**src/rtl/cfg_frame_loader.sv**
```systemverilog
// Serial-to-parallel configuration frame loader: assembles {LAST, ADDR, DATA} frames
// from a valid/ready bitstream and pulses one one-hot write enable per frame.
module cfg_frame_loader #(
    parameter int DATA_WIDTH = 8,
    parameter int ADDR_WIDTH = 4
) (
    input  logic                         CK,
    input  logic                         RST,
    input  logic                         START,
    input  logic                         BIT_IN,
    input  logic                         BIT_VALID,
    output logic                         BIT_READY,
    output logic [(2**ADDR_WIDTH)-1:0]   WE,
    output logic [DATA_WIDTH-1:0]        D,
    output logic                         BUSY,
    output logic                         DONE
);

    localparam int NUM_FRAMES = 2**ADDR_WIDTH;
    localparam int FRAME_BITS = 1 + ADDR_WIDTH + DATA_WIDTH;
    localparam int CNT_W      = $clog2(FRAME_BITS);

    typedef enum logic [1:0] {S_IDLE, S_SHIFT, S_WRITE, S_DONE} state_t;

    state_t                  state_q, state_d;
    logic [CNT_W-1:0]        cnt_q, cnt_d;
    logic [FRAME_BITS-2:0]   sr_q, sr_d;
    logic                    last_q, last_d;
    logic [NUM_FRAMES-1:0]   we_q, we_d;
    logic [DATA_WIDTH-1:0]   d_q, d_d;
    logic                    ready_q, ready_d;
    logic                    busy_q, busy_d;
    logic                    done_q, done_d;
    logic [FRAME_BITS-1:0]   frame;
    logic [ADDR_WIDTH-1:0]   addr;

    always_comb begin
        state_d = state_q;
        cnt_d   = cnt_q;
        sr_d    = sr_q;
        last_d  = last_q;
        we_d    = we_q;
        d_d     = d_q;
        // The incoming bit completes the frame combinationally so the final
        // transfer edge can load D/WE directly, without an extra cycle.
        frame   = {sr_q, BIT_IN};
        addr    = frame[DATA_WIDTH +: ADDR_WIDTH];

        case (state_q)
            S_IDLE, S_DONE: begin
                if (START) begin
                    state_d = S_SHIFT;
                    cnt_d   = '0;
                end
            end
            S_SHIFT: begin
                if (BIT_VALID) begin
                    sr_d  = frame[FRAME_BITS-2:0];
                    cnt_d = cnt_q + CNT_W'(1);
                    if (cnt_q == CNT_W'(FRAME_BITS - 1)) begin
                        state_d    = S_WRITE;
                        d_d        = frame[DATA_WIDTH-1:0];
                        we_d       = '0;
                        we_d[addr] = 1'b1;
                        last_d     = frame[FRAME_BITS-1];
                    end
                end
            end
            S_WRITE: begin
                we_d    = '0;
                cnt_d   = '0;
                state_d = last_q ? S_DONE : S_SHIFT;
            end
            default: state_d = S_IDLE;
        endcase

        // Status flags are decoded from the next state so they are registered.
        ready_d = (state_d == S_SHIFT);
        busy_d  = (state_d == S_SHIFT) || (state_d == S_WRITE);
        done_d  = (state_d == S_DONE);
    end

    always_ff @(posedge CK or posedge RST) begin
        if (RST) begin
            state_q <= S_IDLE;
            cnt_q   <= '0;
            sr_q    <= '0;
            last_q  <= 1'b0;
            we_q    <= '0;
            d_q     <= '0;
            ready_q <= 1'b0;
            busy_q  <= 1'b0;
            done_q  <= 1'b0;
        end else begin
            state_q <= state_d;
            cnt_q   <= cnt_d;
            sr_q    <= sr_d;
            last_q  <= last_d;
            we_q    <= we_d;
            d_q     <= d_d;
            ready_q <= ready_d;
            busy_q  <= busy_d;
            done_q  <= done_d;
        end
    end

    assign BIT_READY = ready_q;
    assign WE        = we_q;
    assign D         = d_q;
    assign BUSY      = busy_q;
    assign DONE      = done_q;

endmodule

```
**config.mk**
```make
export PLATFORM = sky130hd
export DESIGN_NAME = cfg_frame_loader
export DESIGN_NICKNAME = d
export VERILOG_FILES = /design/src/rtl/cfg_frame_loader.sv
export SDC_FILE = /design/constraint.sdc
export NUM_CORES = 1
export LEC_CHECK = 0
export CAP_MARGIN = 20
export CELL_PAD_IN_SITES_DETAIL_PLACEMENT = 1
export CELL_PAD_IN_SITES_GLOBAL_PLACEMENT = 1
export CORE_MARGIN = 2
export CORE_UTILIZATION = 35
export CTS_BUF_LIST = sky130_fd_sc_hd__clkbuf_4
export DETAILED_ROUTE_END_ITERATION = 8
export PLACE_DENSITY = 0.72
export SETUP_SLACK_MARGIN = 0.2
export SLEW_MARGIN = 20
export SYNTH_ARGS = -nofsm -noshare
export SYNTH_HDL_FRONTEND = slang
export SYNTH_SLANG_ARGS = --single-unit
```
**constraint.sdc**
```tcl
create_clock -name CK -period 3.4 [get_ports CK]
set_clock_uncertainty 0.1 [all_clocks]
set_input_delay 0.34 -clock CK [delete_from_list [all_inputs] [get_ports CK]]
set_output_delay 0.34 -clock CK [all_outputs]
set_load 0.02 [all_outputs]
```
==> run metrics <==
Starting Density=0.369; Ys Warns=0; M1 WL=1810 um; Final Non-Filler Cells=277; syn_nets=184; Post-Synth Simple-Gate Area=0.138; Synth Area in Compound Gates=0.0393; worst hold slack=390 ps; Max-Cap Viols=0; Syn Inst Count=174; register area share after synthesis=0.557; final core area utilization=0.447; first-pass GRT wire length=6730 um; Leak=1.26 nW; main combinational cell family by area after synthesis=multiplexers; Slew Limit Fails=0; I/O pin count=32; # clock sinks=46; Iter 0 DRT Violations=38; # fillers=629; hold-fix buffer count after cts=0; fmax=0.502 GHz; vias after detailed routing=1336; dpl hpwl=2740 um; fin crit share=0.585; Final ANT Viol Nets=0; Syn Area/Cell=11.9 um2; Worst Hold Class=in2async; Synth top area share=0.557; final instance area=2510 um2; die width=80.9 um; critical path peak fanout=16; WL/cell=13.9 um; CTS Buf Count=5; FFs w/ async S/R, synth=1.00; Cell Area, Placed=2430 um2; clock tree buffer depth=2; Total Routing Usage GR=0.135; GPL Wtd Cong=0.727; Worst Setup End Kind=register; DRC viols=0; Worst EP required=3580 ps; Core Rows=27; # H-tree levels=2; cells resized by post-CTS repair=0; Synth Area in Adders=0.0303; crit path launch type=register; Worst VDD drop=265 uV; max_slew headroom=0.388; Clk Latency, worst-skew pair=350 ps; final setup fails=0; vias per inst=4.82; Synth Register Bits=46; core area=5610 um2; CP cell instances=inv_1, ha_1, nand2b_1, nand2_1, mux2i_1; ant diodes=0; CTS tree=built; Nets=214; area of the mapped netlist=2070 um2; Reg clk slew, reported paths=130 ps; Chip Height=80.9 um; layout cells sized above 1=0.156; EDFF count, synth=0; overall die area=6540 um2; total grt overflow=0; Setup Fix Bufs, Post-CTS=0; total chip power=1.60 mW; crit path DAT=2170 ps; Post-synth top flop=dfrtp_1; Tmin final=1990 ps; met2 routed WL=1810 um; Netlist cell types=32; Place WS=1280 ps; area delta synth->final=21.4%; largest cells by area after synthesis=dfrtp_1 (56%), mux2_2 (9.3%), mux2i_1 (7.7%), nand2_1 (5.8%), ha_1 (3.0%); CP max stage delay=550 ps; initial antenna violation count=0; total negative setup slack=0 ps; Worst-Margin Slew=916 ps; Total Wirelength=3850 um; Final Hold Vio Count=0; status=complete, no violations; cell family with most CP delay=simple AND/OR/NAND/NOR gates; Post-Synth XOR/XNOR Area=0; 1st-pass router iterations=3; vias in the first global route=1401; number of port buffers=31; largest net degree at the start of global routing=47; placed insts=269; slowest CP cell=nand2b_1; top sig layer=met4; RSZ-0062 raised after global routing=no; met3 wire length=171 um; setup ws final=1410 ps; root buf cell=clkbuf_4; power density cells=638 nW/um2; CP Buf/Inv Count=1; leading area contributor after synthesis=dfrtp_1; mux contribution to synthesized area=0.199; CP Class=reg2reg
==> cell usage after synthesis (2+ instances only) <==
cell / number
buf_2: 3
nor3b_1: 2
nand2b_1: 3
nor2b_1: 3
dfrtp_1: 46
ha_1: 5
mux2_2: 17
clkbuf_1: 4
nand3_1: 5
mux2i_1: 16
nand2_1: 32
a21oi_1: 2
nand4_1: 3
inv_1: 9
mux2_4: 4
o221ai_1: 2
o21ai_0: 3
==> layout make-up <==
class | count | area (um2) | share of cell area
Sequential cell | 46 | 1150 | 0.459
Clock inverter | 1 | 30.0 | 0.0120
Inverter | 9 | 33.8 | 0.0135
Tap cell | 72 | 90.1 | 0.0359
Multi-Input combinational cell | 111 | 841 | 0.335
Clock buffer | 7 | 52.6 | 0.0209
Timing Repair Buffer | 31 | 310 | 0.124
==> per-layer routing <==
layer  vias up  GRT usage
li1        654          -
met1       649      0.174
met2        28      0.219
met3         5     0.0389
met4         0     0.0458
met5         -          0
==> registers in the layout (all words and copies together) (netlist names) <==
name	count
BUSY	1
cnt_q	4
WE	16
BIT_READY	1
state_q	2
last_q	1
sr_q	12
D	8
DONE	1
==> path summary, 6_finish.rpt <==
check / end / cells past startpoint / start / slack (ps)
max: WE[8] / 5 / state_q[1] / 1410
min: sr_q[2] / 2 / RST / 390
max reg2reg: WE[8] / 5 / state_q[1] / 1410
min reg2reg: last_q / 1 / sr_q[11] / 410
max in group asynchronous: state_q[0] / 2 / RST / 2240
min in group CK: last_q / 1 / sr_q[11] / 410
==> worst reg2reg max path, cell delays in order, from the launching register on <==
cell and delay [ps]:
dfrtp_1 440, inv_1 70, ha_1 410, nand2b_1 550
nand2_1 160, mux2i_1 190
==> where the power goes <==
group	leakage, nW	switching [mW]	internal, mW
Sequential	0.534	0.108	0.669
Combinational	0.679	0.251	0.231
Clock	0.0463	0.169	0.172
==> cells in the final DEF, fill, tap and decap left out, drive strengths merged, types with 2 or more instances in the layout <==
cell,netlist,routed
mux2i,16,16
clkbuf,4,7
o21ai,3,3
nor2b,3,3
nand2,33,33
mux2,21,21
nor3b,2,2
dfrtp,46,46
nand3,5,5
o221ai,2,2
clkdlybuf4s50,0,31
inv,9,9
nand2b,3,3
a21oi,2,2
nand4,3,3
ha,5,5
==> logic make-up after synthesis <==
group,after synthesis
fa+ha+maj,5
mux,37
flops,46
compound gates,12
buf+inv,17
simple gates,57
Power figures use the tool's default switching activity.
